--- src/rtl/mem_arbiter_pkg.sv ---
// Shared types for the two-master memory arbiter.
package mem_arbiter_pkg;

  localparam int unsigned AddrWidth = 32;
  localparam int unsigned DataWidth = 32;
  localparam int unsigned StrbWidth = DataWidth / 8;

  // One captured request; valid doubles as the pending flag.
  typedef struct packed {
    logic                 valid;
    logic                 instr;
    logic [AddrWidth-1:0] addr;
    logic [DataWidth-1:0] wdata;
    logic [StrbWidth-1:0] wstrb;
  } mem_req_type;

  typedef enum logic [1:0] {
    StIdle,
    StBusyI,
    StBusyD
  } arb_state_type;

  typedef enum logic {
    GrantI = 1'b0,
    GrantD = 1'b1
  } grant_type;

  // Round-robin tie break: the master that did not go last wins.
  function automatic grant_type other_grant(input grant_type g);
    return (g == GrantI) ? GrantD : GrantI;
  endfunction

endpackage

--- src/rtl/mem_arbiter_req.sv ---
// Pending-request register for one master. A new request captured in the
// same cycle the current one completes takes priority over the clear.
module mem_arbiter_req
  import mem_arbiter_pkg::*;
(
  input  logic        clk,
  input  logic        rst,
  input  logic        capture_i,
  input  mem_req_type req_i,
  input  logic        clear_i,
  output mem_req_type req_o
);

  mem_req_type req_d, req_q;

  // Next-state: capture when free or completing, otherwise clear on completion.
  always_comb begin
    req_d = req_q;
    if (capture_i && (!req_q.valid || clear_i)) begin
      req_d       = req_i;
      req_d.valid = 1'b1;
    end else if (clear_i) begin
      req_d.valid = 1'b0;
    end
  end

  // Request register with asynchronous reset.
  always_ff @(posedge clk or posedge rst) begin
    if (rst) begin
      req_q <= '0;
    end else begin
      req_q <= req_d;
    end
  end

  assign req_o = req_q;

  // A master must not issue a second request while its first is outstanding.
  pend_overrun_a : assert property (@(posedge clk) disable iff (rst)
    !(capture_i && req_q.valid && !clear_i));

endmodule

--- src/rtl/mem_arbiter.sv ---
// Round-robin arbiter sharing one slave memory port between the CPU
// instruction and data ports, one transaction at a time.
module mem_arbiter
  import mem_arbiter_pkg::*;
#(
  parameter int unsigned addr_width = AddrWidth,
  parameter int unsigned data_width = DataWidth
) (
  input  logic                    clk,
  input  logic                    rst,

  input  logic                    imemory_valid,
  input  logic                    imemory_instr,
  input  logic [addr_width-1:0]   imemory_addr,
  input  logic [data_width-1:0]   imemory_wdata,
  input  logic [data_width/8-1:0] imemory_wstrb,
  output logic [data_width-1:0]   imemory_rdata,
  output logic                    imemory_ready,

  input  logic                    dmemory_valid,
  input  logic                    dmemory_instr,
  input  logic [addr_width-1:0]   dmemory_addr,
  input  logic [data_width-1:0]   dmemory_wdata,
  input  logic [data_width/8-1:0] dmemory_wstrb,
  output logic [data_width-1:0]   dmemory_rdata,
  output logic                    dmemory_ready,

  output logic                    mem_valid,
  output logic                    mem_instr,
  output logic [addr_width-1:0]   mem_addr,
  output logic [data_width-1:0]   mem_wdata,
  output logic [data_width/8-1:0] mem_wstrb,
  input  logic [data_width-1:0]   mem_rdata,
  input  logic                    mem_ready
);

  mem_req_type   ireq_in, dreq_in, ireq, dreq, sel;
  arb_state_type state_d, state_q;
  grant_type     last_grant_d, last_grant_q, grant;
  logic          grant_en, clear_imem, clear_dmem;

  assign ireq_in = '{valid: imemory_valid, instr: imemory_instr, addr: imemory_addr,
                     wdata: imemory_wdata, wstrb: imemory_wstrb};
  assign dreq_in = '{valid: dmemory_valid, instr: dmemory_instr, addr: dmemory_addr,
                     wdata: dmemory_wdata, wstrb: dmemory_wstrb};

  mem_arbiter_req u_ireq (
    .clk       (clk),
    .rst       (rst),
    .capture_i (imemory_valid),
    .req_i     (ireq_in),
    .clear_i   (clear_imem),
    .req_o     (ireq)
  );

  mem_arbiter_req u_dreq (
    .clk       (clk),
    .rst       (rst),
    .capture_i (dmemory_valid),
    .req_i     (dreq_in),
    .clear_i   (clear_dmem),
    .req_o     (dreq)
  );

  // Arbitration, slave request fields and response routing.
  always_comb begin
    state_d       = state_q;
    last_grant_d  = last_grant_q;
    grant         = GrantI;
    grant_en      = 1'b0;
    sel           = '0;
    clear_imem    = 1'b0;
    clear_dmem    = 1'b0;
    mem_valid     = 1'b0;
    imemory_ready = 1'b0;
    imemory_rdata = '0;
    dmemory_ready = 1'b0;
    dmemory_rdata = '0;

    unique case (state_q)
      StIdle: begin
        // mem_ready is ignored here so a late response cannot leak to a master.
        if (ireq.valid && dreq.valid) begin
          grant_en = 1'b1;
          grant    = other_grant(last_grant_q);
        end else if (ireq.valid) begin
          grant_en = 1'b1;
          grant    = GrantI;
        end else if (dreq.valid) begin
          grant_en = 1'b1;
          grant    = GrantD;
        end
        if (grant_en) begin
          mem_valid = 1'b1;
          sel       = (grant == GrantD) ? dreq : ireq;
          state_d   = (grant == GrantD) ? StBusyD : StBusyI;
        end
      end
      StBusyI: begin
        sel = ireq;
        if (mem_ready) begin
          imemory_ready = 1'b1;
          imemory_rdata = mem_rdata;
          clear_imem    = 1'b1;
          last_grant_d  = GrantI;
          state_d       = StIdle;
        end
      end
      StBusyD: begin
        sel = dreq;
        if (mem_ready) begin
          dmemory_ready = 1'b1;
          dmemory_rdata = mem_rdata;
          clear_dmem    = 1'b1;
          last_grant_d  = GrantD;
          state_d       = StIdle;
        end
      end
      default: state_d = StIdle;
    endcase

    mem_instr = sel.instr;
    mem_addr  = sel.addr;
    mem_wdata = sel.wdata;
    mem_wstrb = sel.wstrb;
  end

  // State and round-robin history registers.
  always_ff @(posedge clk or posedge rst) begin
    if (rst) begin
      state_q      <= StIdle;
      last_grant_q <= GrantI;
    end else begin
      state_q      <= state_d;
      last_grant_q <= last_grant_d;
    end
  end

endmodule

--- config.mk ---
export PLATFORM = sky130hd
export DESIGN_NAME = mem_arbiter
export DESIGN_NICKNAME = d
export VERILOG_FILES = /design/src/rtl/mem_arbiter_pkg.sv /design/src/rtl/mem_arbiter_req.sv /design/src/rtl/mem_arbiter.sv
export SDC_FILE = /design/constraint.sdc
export NUM_CORES = 1
export LEC_CHECK = 0
export ABC_AREA = 1
export BUFFER_PORTS_ARGS = -buffer_cell sky130_fd_sc_hd__buf_4
export CAP_MARGIN = 25
export CORE_MARGIN = 2
export CORE_UTILIZATION = 52
export DETAILED_ROUTE_END_ITERATION = 8
export PLACE_DENSITY_LB_ADDON = 0.15
export SLEW_MARGIN = 20
export SYNTH_ARGS = -nofsm -noshare
export SYNTH_HDL_FRONTEND = slang
export SYNTH_SLANG_ARGS = --single-unit
--- constraint.sdc ---
create_clock -name clk -period 7.82 [get_ports clk]
set_clock_uncertainty 0.2 [all_clocks]
set_input_delay 1.564 -clock clk [delete_from_list [all_inputs] [get_ports clk]]
set_output_delay 1.564 -clock clk [all_outputs]
set_load 0.02 [all_outputs]
# Word-level counts from Yosys, hierarchy flattened
# Cells that the tools add are included.
# word_totals
inputBits,175
output_inout_bits,136
reg_bits,143
# classes
mux,30
n_eq_ne,6
n_reduce_logical,14
# ops
op,n
one-hot mux 69 bit (3 select lines),1
two-way mux 69 bit,2
two-way mux 32 bit,3
two-way mux 1 bit,19
two-way mux 2 bit,3
"!= test 2 bit, second input constant",3
nonzero test 2 bit,3
one-hot mux 2 bit (2 select lines),1
logical AND 1 bit,3
AND reduction 3 bit,1
"== test 2 x 1 -> 1 bit, second input constant",1
"== test 2 bit, second input constant",1
logical NOT 1 bit,2
logical NOT 2 bit,1
logical OR 1 bit,2
"!= test 2 x 1 -> 1 bit, second input constant",1
one-hot mux 1 bit (2 select lines),1
AND reduction 2 bit,1
OR reduction 2 bit,1

# Longest topological paths before layout
# Gate-level depths: netlist of run 1.
# depth
depth_word,7
ltp_mapped,10
ltp_nobuf,8

# By module
# Synthesis of run 1 repeated with hierarchy kept, for this count alone.
# hier_totals
cells_unflattened,972
hier_area_um2,7174.4
# modules_own_cells
module,n_inst,cells_per_inst,area_per_inst_um2,seq_area_each_um2
mem_arbiter_req,2,304,2788.9,1751.7
mem_arbiter,1,364,1596.5,75.1

# Worst setup path before layout of run 1
# OpenSTA, ideal clock, no wires.
# synth_timing
kind,input port to output port
startpoint,input mem_ready
endpoint,output imemory_rdata[22]
path_slack_ns,3.837
stages,3
arrival_ns,2.219
cell_sequence,nand2_1 > clkbuf_1 > nor2_1
# synth_between
elab_chain_cells,2
# synth_rtl
element,line,source
"start, declared",mem_arbiter.sv:34,input logic mem_ready
two-way mux 32 bit,mem_arbiter.sv:101,if (mem_ready) begin
two-way mux 32 bit,mem_arbiter.sv:80,unique case (state_q)
"end, declared",mem_arbiter.sv:17,"output logic [data_width-1:0] imemory_rdata,"
# Every way passes these cells.

# Worst setup path after layout of run 1
# layout_timing
startpoint,register state_q[1]
endpoint,output mem_wdata[17]
# layout_between
elab_chain_cells,2
elab_cells_between_ends,4
cone_classes,2 x eq/ne; 1 x mux; 1 x reduce/logical
# layout_rtl
element,line,source
"start, declared",mem_arbiter.sv:38,"arb_state_type state_d, state_q;"
"start signal, assigned",mem_arbiter.sv:131,state_q <= StIdle;
"start signal, assigned",mem_arbiter.sv:134,state_q <= state_d;
== test 2 bit (tied with other cells),mem_arbiter.sv:80,
one-hot mux 69 bit (3 select lines) (*),mem_arbiter.sv:80,
"end, declared",mem_arbiter.sv:31,"output logic [data_width-1:0] mem_wdata,"
# Every way passes the cells marked *; elsewhere a longest branch is shown, timed or not.

==> metrics.csv, run 1 <==
stage;metric;value;unit
critical_path;flop-to-flop setup slack;4190;ps
final_layout;Syn-to-layout area delta;41.3;%
logic_synthesis;Synth Area per Inst;7.37;µm²
sta;final setup vio count;0;
power_and_ir_drop;power per cell area;461;nW/µm²
global_route;first-pass GRT wire length;36700;µm
power_and_ir_drop;Leak;5.60;nW
power_and_ir_drop;Clk network pwr share;19.8;%
detailed_routing;routed wire length;23200;µm
sta;Slew Limit Fails;0;
critical_path;Critical Path Fanout Max;63;
critical_path;kind of critical path;flip-flop to output pin;
clock_tree;CTS buffer count;17;
power_and_ir_drop;Total Power;4.64;mW
global_route;GRT overflow;0;
logic_synthesis;area share of fa/ha/maj cells after synthesis;0.701;%
outcome;status;completed;
global_route;pin count of the biggest net entering global routing;76;
clock_tree;CTS Root Cell;clkbuf_16;
clock_tree;CTS tree;yes;
sta;RSZ-0062 raised after global routing;no;
final_layout;share of cells above drive strength 1;30.5;%
sta;Fin Setup TNS;0;ps
logic_synthesis;largest area contributor in the netlist;dfrtp_1;
logic_synthesis;Post-Syn Instances;968;
logic_synthesis;Distinct cells, synth;19;
floorplanning;Starting Density;53.5;%
logic_synthesis;Synth Area in Compound Gates;5.61;%
placement;Setup WS pre-CTS;3100;ps
logic_synthesis;Commonest cells post-synth;414 x nand2_1, 143 x dfrtp_1, 140 x nand3_1;
floorplanning;CORE AREA;13300;µm²
logic_synthesis;XOR/XNOR Fraction of Synth Area;0;%
sta;Tightest Pin Transition;877;ps
detailed_routing;drc violations;0;
clock_tree;Max Root-Sink Buffers;2;
critical_path;critical path required time;6060;ps
critical_path;crit end category;output pin;
critical_path;Critical Path AT;2670;ps
floorplanning;area of the die;14700;µm²
clock_tree;htree depth;4;
critical_path;crit start category;flip-flop;
placement;Port Buffer Count;310;
floorplanning;Die Span Y;121;µm
sta;Hold WS;270;ps
final_layout;Antenna Cells;0;
critical_path;R2R Path End;u_dreq.req_o[66];
sta;crit share post-route;56.7;%
sta;Min Clock Period, post-route;4430;ps
logic_synthesis;Async SR Flop Fraction;100;%
placement;Area after DPL;9410;µm²
logic_synthesis;Synth area leaders;dfrtp_1 50%, nand2_1 22%, nand3_1 9.8%;
power_and_ir_drop;VDD IR max;325;µV
clock_tree;clock-pin slew on the worst setup and hold paths;60;ps
floorplanning;Cell Rows;42;
placement;RePlAce Congestion;0.863;
detailed_routing;vias per inst;5.26;
global_route;initial antenna violation count;0;
clock_tree;cts hold-fix bufs;0;
logic_synthesis;largest family of logic cells by synthesized area;simple AND/OR/NAND/NOR gates;
global_route;vias in the first global route;7367;
power_and_ir_drop;cell-internal power;2.57;mW
global_route;All-Layer GR Usage;31.9;%
logic_synthesis;Yosys reg bits;143;
floorplanning;I/O Pins;311;
logic_synthesis;top-count cell post-synth;nand2_1;
logic_synthesis;yosys warns;0;
detailed_routing;DR WL/cell;16.3;µm
detailed_routing;drt pass-1 iters;5;
power_and_ir_drop;NetSw;2.08;mW
logic_synthesis;Yosys top cell area share;50.1;%
final_layout;# nets final;1411;
min_path;Hold WC Path Type;flip-flop to flip-flop;
logic_synthesis;Post-Synth Simple-Gate Area;36.6;%
detailed_routing;Vias;7469;
sta;worst rel slew slack;41.6;%
logic_synthesis;fraction of synthesized area in multiplexers;0;%
clock_tree;clock network latency to the later pin of the worst-skew pair;410;ps
critical_path;cell count of the worst reg-to-reg path;9;
final_layout;post-route cell area;10100;µm²
sta;Worst Setup Slack, final;3390;ps
clock_tree;CTS resizes;0;
power_and_ir_drop;Reg power frac;27.7;%
critical_path;RR Startpoint;state_q[0];
clock_tree;TritonCTS Sinks;143;
power_and_ir_drop;Logic pwr share;52.5;%
min_path;hold wc startpoint;u_dreq.req_o[35];
min_path;Hold EP;u_dreq.req_o[35];
logic_synthesis;Post-Syn Area;7140;µm²
clock_tree;post-CTS setup buffers;0;
logic_synthesis;number of synthesized flops with an enable pin;0;
logic_synthesis;Syn Nets;1147;
placement;post-DP HPWL;14600;µm
min_path;hold path cells;2;
logic_synthesis;register area share after synthesis;50.1;%
logic_synthesis;Post-synth top flop;dfrtp_1;
floorplanning;Die X;121;µm
sta;final hold vios;0;
power_and_ir_drop;Sw Share;44.8;%
detailed_routing;post-route ant nets;0;
detailed_routing;Initial DRC Count;766;
sta;Fmax achieved;226;MHz
job;# Max-Cap Violations;0;
[power by group through the flow]
stage,clock network [mW],logic (mW),registers [mW]
after floorplan,0,1.58,1.25
after global placement,0,2.38,1.28
after detailed placement,0,2.42,1.29
after CTS,0.928,2.44,1.28
after global routing,0.958,2.65,1.33
final,0.919,2.44,1.29
[registers in the layout, summed over array words and instances, names as in the netlist]
signal and cells:
last_grant_q 1, state_q 2, u_dreq.req_o 70, u_ireq.req_o 70
[cells by family after synthesis]
| family | after synthesis |
|---|---|
| and+or+nand+nor | 636 |
| DFF | 143 |
| buffers and inverters | 113 |
| AOI/OAI and AO/OA | 72 |
| adders and majority gates | 4 |
[layout by cell type, fill, tap and decap left out]
master	synthesis	routed
o21ai_0	1	1
a21oi_1	60	60
inv_1	40	39
clkinvlp_4	0	4
nand2_2	14	18
buf_4	2	317
bufinv_16	0	6
ha_1	4	3
clkbuf_16	0	17
dfrtp_1	143	143
nand2_4	1	1
clkinv_4	0	2
a22oi_1	1	1
a21oi_2	10	10
clkbuf_1	25	2
nand3_1	140	140
nor2_1	66	66
ha_2	0	1
nor2_4	1	1
inv_2	1	1
inv_6	0	2
nand2_1	414	410
[worst max-delay path by stage]
stage	startpoint	to	slack [ps]	depth (start not counted)
finish	state_q[1]	mem_wdata[17]	3390	8
global route	state_q[0]	mem_wdata[17]	3190	8
CTS	mem_ready	imemory_rdata[0]	3250	4
detailed placement	mem_ready	u_ireq.req_o[47]	3100	8
global placement	mem_ready	u_ireq.req_o[50]	3160	8
floorplan	rst	last_grant_q	2220	1
[per-layer routing]
metal	share of wire (%)	up-vias	GRT usage, %
met4	2.1	0	10.6
met5	0	-	0
met2	48	323	53.2
met3	8.0	37	7.57
li1	-	3561	-
met1	41	3548	41.2
[worst max-delay path: stages, from the launching register on]
cell and delay, ps:
dfrtp_1 410, inv_1 100, ha_1 230, nand3_1 140
nand2_2 150, buf_4 620, nand2_1 130, a21oi_1 260
buf_4 190
[through the flow]
| step | std cells | utilization [%] |
|---|---|---|
| after global placement | 1389 | 70.5 |
| after global routing | 1421 | 75.5 |
| after detailed placement | 1389 | 70.5 |
| after floorplan | 968 | - |
| after CTS | 1421 | 75.5 |
| final | 1421 | 75.5 |
[area by class of cell]
cell class              count  area, µm²
clock inverters            13        236
flip-flops and latches    143       3580
well taps                 176        220
clock buffers              19        433
inverters                  41        159
fillers                  1065       3270
repair buffers            317       2380
multi-input cells         712       3080
Note: power is estimated with default switching activity, not from simulation.
==> inputs of run 2 (changes only) <==
Settings changed: CORE_UTILIZATION 52 to 48.
Clock period 7.82 ns to 4.4 ns, I/O delays scaled along.
==> run 2 against run 1 <==
Effect of this change: utilization shrank 6.5 points; critical path type unchanged; sequential power rose by 79%; worst setup slack got worse by 2600 ps; register-to-register slack worse by 2400 ps; sequential cell count is the same; first-iteration DRC count shrank 16%; highest routed layer unchanged; critical endpoint is now mem_addr[23]; routed wire length decreased by 2.2%; clock power up 45%; die area rose by 8.1%; cell count grew 0.84%; non-clock buffer count increased by 4.
==> metrics.csv, run 2 (synthesis gave the netlist of run 1 again) <==
stage;metric;value;unit;change
outcome;status;completed;;
floorplanning;CORE AREA;14500;µm²;+8.9%
placement;RePlAce Congestion;0.846;;-2.0%
clock_tree;clock-pin slew on the worst setup and hold paths;60;ps;about the same
critical_path;Critical Path AT;2580;ps;-90 ps
sta;final setup vio count;0;;unchanged
detailed_routing;Initial DRC Count;643;;-16%
sta;Min Clock Period, post-route;3660;ps;
floorplanning;I/O Pins;311;;unchanged
power_and_ir_drop;VDD IR max;482;µV;+49%
clock_tree;clock network latency to the later pin of the worst-skew pair;420;ps;about the same
power_and_ir_drop;power per cell area;793;nW/µm²;+72%
final_layout;commonest non-fill, non-tap cell in the layout;nand2_1;;
critical_path;critical path required time;3320;ps;-2740 ps
floorplanning;Starting Density;49.1;%;-4.4 points
critical_path;CP top delay family;simple AND/OR/NAND/NOR gates;;
detailed_routing;vias per inst;5.16;;-1.8%
floorplanning;Die X;126;µm;+3.9%
final_layout;# nets final;1415;;+0.28%
floorplanning;Cell Rows;44;;+4.8%
floorplanning;area of the die;15900;µm²;+8.1%
clock_tree;CTS resizes;0;;unchanged
detailed_routing;DR WL/cell;15.8;µm;-3.0%
clock_tree;CTS buffer count;17;;unchanged
global_route;pin count of the biggest net entering global routing;144;;+89%
clock_tree;post-CTS setup buffers;0;;unchanged
critical_path;slowest stage delay, CP;510;ps;-110 ps
final_layout;Final Util;69.0;%;-6.5 points
final_layout;Syn-to-layout area delta;40.5;%;
critical_path;crit end category;output pin;;
final_layout;commonest cells after routing, fill and taps aside;411 x nand2_1, 318 x buf_4, 143 x dfrtp_1;;
critical_path;worst path cell trace;inv_1 > ha_1 > nand3_1 > nand2_2 > buf_12 > nand2_1 > a21oi_1 > buf_4;;
floorplanning;Die Span Y;126;µm;+3.9%
critical_path;Slowest-stage cell, CP;nand2_2;;
final_layout;share of cells above drive strength 1;30.7;%;+0.22 points
global_route;first-pass GRT wire length;36400;µm;-0.85%
sta;RSZ-0062 raised after global routing;no;;
clock_tree;Max Root-Sink Buffers;2;;unchanged
detailed_routing;Vias;7396;;-0.98%
critical_path;kind of critical path;flip-flop to output pin;;
placement;post-DP HPWL;15000;µm;+2.3%
clock_tree;cts hold-fix bufs;0;;unchanged
detailed_routing;post-route ant nets;0;;unchanged
critical_path;worst path bufs/invs;3;;unchanged
detailed_routing;drc violations;0;;unchanged
critical_path;Critical Path Fanout Max;39;;-38%
detailed_routing;drt pass-1 iters;5;;unchanged
sta;Fmax achieved;273;MHz;
final_layout;Antenna Cells;0;;unchanged
final_layout;non-filler instance count after layout;1433;;+0.84%
placement;Port Buffer Count;310;;unchanged
global_route;vias in the first global route;7191;;-2.4%
global_route;GRT overflow;0;;unchanged
sta;Fin Setup TNS;0;ps;unchanged
clock_tree;CTS tree;yes;;
clock_tree;CTS Root Cell;clkbuf_16;;
sta;final hold vios;0;;unchanged
sta;crit share post-route;83.2;%;
power_and_ir_drop;Leak;5.58;nW;-0.24%
global_route;initial antenna violation count;0;;unchanged
placement;Placed Instances;1401;;+0.86%
job;# Max-Cap Violations;0;;unchanged
global_route;All-Layer GR Usage;28.8;%;-3.2 points
critical_path;crit start category;flip-flop;;
sta;Tightest Pin Transition;851;ps;-25.2 ps
sta;worst rel slew slack;43.2;%;+1.7 points
clock_tree;TritonCTS Sinks;143;;unchanged
clock_tree;htree depth;4;;unchanged
min_path;Hold WC Path Type;flip-flop to flip-flop;;
sta;Slew Limit Fails;0;;unchanged
detailed_routing;routed wire length;22700;µm;-2.2%
-- run 2: changes by cell type in the layout (fill, tap and decap cells not counted), sizes merged --
cell,change
bufinv,-5
clkinv,+7
inv,-2
buf,+4
-- run 2: per-stage QoR --
stage | instance area, µm² | hold slack [ps] | power (mW) | setup WS [ps]
after global routing | 10000 | 285 | 8.51 | 539
after detailed placement | 9490 | 258 | 6.63 | 1210
after floorplan | 7140 | 242 | 5.02 | 1530
after global placement | 9490 | 254 | 6.57 | 1240
after CTS | 10000 | 273 | 7.98 | 741
final | 10000 | 268 | 7.95 | 741
-- run 2: worst paths after layout --
kind / cells after the start / slack (ps) / startpoint / endpoint
min in group asynchronous: 3 / 420 / rst / u_ireq.req_o[22]
max in group asynchronous: 3 / 2950 / rst / u_ireq.req_o[1]
max: 8 / 740 / state_q[0] / mem_addr[23]
min reg2reg: 2 / 270 / u_ireq.req_o[35] / u_ireq.req_o[35]
min: 2 / 270 / u_ireq.req_o[35] / u_ireq.req_o[35]
max reg2reg: 8 / 1810 / state_q[1] / u_ireq.req_o[4]
-- run 2: final cells by class --
type | instances | area [µm²]
Clock buffer | 19 | 443
Clock inverter | 13 | 97.6
Fill cell | 1291 | 4510
Inverter | 41 | 158
Multi-Input combinational cell | 712 | 3070
Sequential cell | 143 | 3580
Tap cell | 184 | 230
Timing Repair Buffer | 321 | 2450
-- run 2: worst min-delay path, delay by kind of cell, from the launching register on --
family,cells,cell delay (ps)
simple gates,2,100
flops,1,340
-- run 2: power breakdown --
group          switching (mW)  internal, mW
clock network           0.551         0.781
logic                    2.72          1.59
registers               0.363          1.94
total                    3.64          4.31
-- run 2: per-layer routing --
metal  wire (µm)  global-route usage [%]  up-vias  part of all wire [%]
li1            -                       -     3570                     -
met1        9740                    38.0     3461                    43
met2       10600                    46.5      335                    47
met3        1910                    7.39       30                   8.4
met4         420                    9.76        0                   1.8
met5           0                       0        -                     0
==> inputs of run 3 (changes only) <==
Clock period 4.4 ns to 3.71 ns, I/O delays scaled along.
==> run 3 against run 2 <==
Effect of this change: first-iteration DRC count is 10% lower; utilization is 0.28 points higher; clock power is 14% higher; sequential share of layout area is 0.15 points lower; power is 18% higher; critical path depth stayed put; final area is 0.41% higher; global-route usage is 0.29 points higher; combinational power is 20% higher; via count is 0.62% higher; cell count is 0.21% higher; worst hold slack worse by 39 ps; critical endpoint is now mem_wstrb[1].
==> metrics.csv, run 3 (synthesis gave the netlist of run 1 again) <==
stage;metric;value;unit;change
global_route;vias in the first global route;7031;;-2.2%
final_layout;commonest non-fill, non-tap cell in the layout;nand2_1;;
floorplanning;I/O Pins;311;;unchanged
detailed_routing;Initial DRC Count;578;;-10%
power_and_ir_drop;Clk network pwr share;16.1;%;-0.6 points
floorplanning;Die X;126;µm;unchanged
clock_tree;CTS buffer count;17;;unchanged
min_path;Hold WC Path Type;input port to async pin;;
detailed_routing;DR WL/cell;16.0;µm;+1.2%
clock_tree;htree depth;4;;unchanged
sta;Min Clock Period, post-route;3490;ps;
clock_tree;cts hold-fix bufs;0;;unchanged
floorplanning;area of the die;15900;µm²;unchanged
power_and_ir_drop;cell-internal power;5.12;mW;+19%
critical_path;Critical Path Fanout Max;21;;-46%
global_route;initial antenna violation count;0;;unchanged
critical_path;crit end category;output pin;;
critical_path;crit start category;flip-flop;;
final_layout;commonest cells after routing, fill and taps aside;411 x nand2_1, 321 x buf_4, 143 x dfrtp_1;;
power_and_ir_drop;Reg power frac;29.1;%;about the same
clock_tree;clock network latency to the later pin of the worst-skew pair;410;ps;about the same
sta;Tightest Pin Transition;806;ps;-45.3 ps
clock_tree;CTS tree;yes;;
clock_tree;Max Root-Sink Buffers;2;;unchanged
sta;Fin Setup TNS;0;ps;unchanged
detailed_routing;drc violations;0;;unchanged
floorplanning;Starting Density;49.1;%;unchanged
detailed_routing;routed wire length;23000;µm;+1.4%
sta;Fmax achieved;286;MHz;
sta;worst rel slew slack;46.3;%;+3.0 points
final_layout;# nets final;1420;;+0.35%
clock_tree;CTS Root Cell;clkbuf_16;;
critical_path;Critical Path AT;2550;ps;-30 ps
placement;post-DP HPWL;15700;µm;+5.0%
sta;RSZ-0062 raised after global routing;no;;
floorplanning;Cell Rows;44;;unchanged
sta;crit share post-route;94.2;%;
floorplanning;Die Span Y;126;µm;unchanged
detailed_routing;drt pass-1 iters;5;;unchanged
final_layout;share of cells above drive strength 1;30.6;%;-0.15 points
power_and_ir_drop;Leak;5.60;nW;+0.29%
final_layout;Syn-to-layout area delta;41.1;%;
clock_tree;post-CTS setup buffers;0;;unchanged
power_and_ir_drop;NetSw;4.30;mW;+18%
detailed_routing;Vias;7442;;+0.62%
clock_tree;TritonCTS Sinks;143;;unchanged
final_layout;Antenna Cells;0;;unchanged
sta;Slew Limit Fails;0;;unchanged
power_and_ir_drop;Logic pwr share;54.7;%;+0.4 points
critical_path;kind of critical path;flip-flop to output pin;;
final_layout;Final Util;69.3;%;+0.28 points
floorplanning;CORE AREA;14500;µm²;unchanged
global_route;GRT overflow;0;;unchanged
power_and_ir_drop;power per cell area;936;nW/µm²;+18%
power_and_ir_drop;Sw Share;45.6;%;-0.15 points
placement;RePlAce Congestion;0.851;;+0.59%
power_and_ir_drop;VDD IR max;613;µV;+27%
detailed_routing;vias per inst;5.18;;+0.41%
outcome;status;completed;;
sta;final setup vio count;0;;unchanged
critical_path;critical path required time;2770;ps;-550 ps
placement;Port Buffer Count;310;;unchanged
sta;final hold vios;0;;unchanged
clock_tree;clock-pin slew on the worst setup and hold paths;60;ps;about the same
global_route;All-Layer GR Usage;29.1;%;+0.29 points
detailed_routing;post-route ant nets;0;;unchanged
sta;Hold WS;229;ps;-38.9 ps
clock_tree;CTS resizes;0;;unchanged
global_route;pin count of the biggest net entering global routing;87;;-40%
job;# Max-Cap Violations;0;;unchanged
global_route;first-pass GRT wire length;36600;µm;+0.53%
==> run 3: cell count changes in the layout (fill, tap and decap cells not counted) <==
cell / previous run / this run
clkinv_2: 9 / 2
clkbuf_1: 1 / 5
buf_4: 318 / 321
buf_12: 3 / 5
clkbuf_8: 1 / 3
bufinv_16: 1 / 0
clkinv_4: 0 / 1
clkinvlp_4: 4 / 3
==> run 3: critical path, cell delays in order, from the launching register on <==
cell and delay [ps]:
dfrtp_1 400, inv_1 100, ha_1 230, nand3_1 130, nand2_2 420, buf_4 320, nand2_1 70, a21oi_1 260
buf_4 200
==> run 3: power groups by stage <==
stage | combinational [mW] | sequential, mW | clock [mW]
2_1_floorplan | 3.33 | 2.62 | 0
3_3_place_gp | 5.09 | 2.74 | 0
3_5_place_dp | 5.17 | 2.75 | 0
4_1_cts | 5.19 | 2.74 | 1.53
5_1_grt | 5.63 | 2.83 | 1.61
6_report | 5.16 | 2.74 | 1.52
==> run 3: stage by stage <==
stage               area, µm²  std cells  total power [mW]  setup slack [ps]
global route            10100       1436              10.1              47.7
finish                  10100       1436              9.42               215
detailed placement       9550       1406              7.92               663
CTS                     10100       1436              9.46               237
global placement         9550       1406              7.83               742
floorplan                7140        968              5.96               977
==> run 3: per-layer routing <==
metal | part of all wire (%) | up-vias | GRT usage (%)
met5 | 0 | - | 0
met4 | 2.3 | 0 | 10.0
met2 | 48 | 350 | 46.7
met3 | 8.2 | 40 | 6.50
met1 | 41 | 3469 | 39.1
li1 | - | 3583 | -
==> run 3: cell type report <==
class	instances	area, µm²
multi-input cells	712	3070
well taps	184	230
repair buffers	326	2510
inverters	41	158
clock inverters	5	33.8
flip-flops and latches	143	3580
clock buffers	25	485
fillers	1270	4470
==> run 3: path summary, 6_finish.rpt <==
check | from | to | slack [ps] | depth (start not counted)
max | state_q[0] | mem_wstrb[1] | 220 | 8
min | rst | u_dreq.req_o[22] | 230 | 3
max reg2reg | state_q[0] | u_dreq.req_o[46] | 1100 | 7
min reg2reg | u_dreq.req_o[68] | u_dreq.req_o[68] | 270 | 2
max in group asynchronous | rst | u_ireq.req_o[38] | 2630 | 3
min in group clk | u_dreq.req_o[68] | u_dreq.req_o[68] | 270 | 2
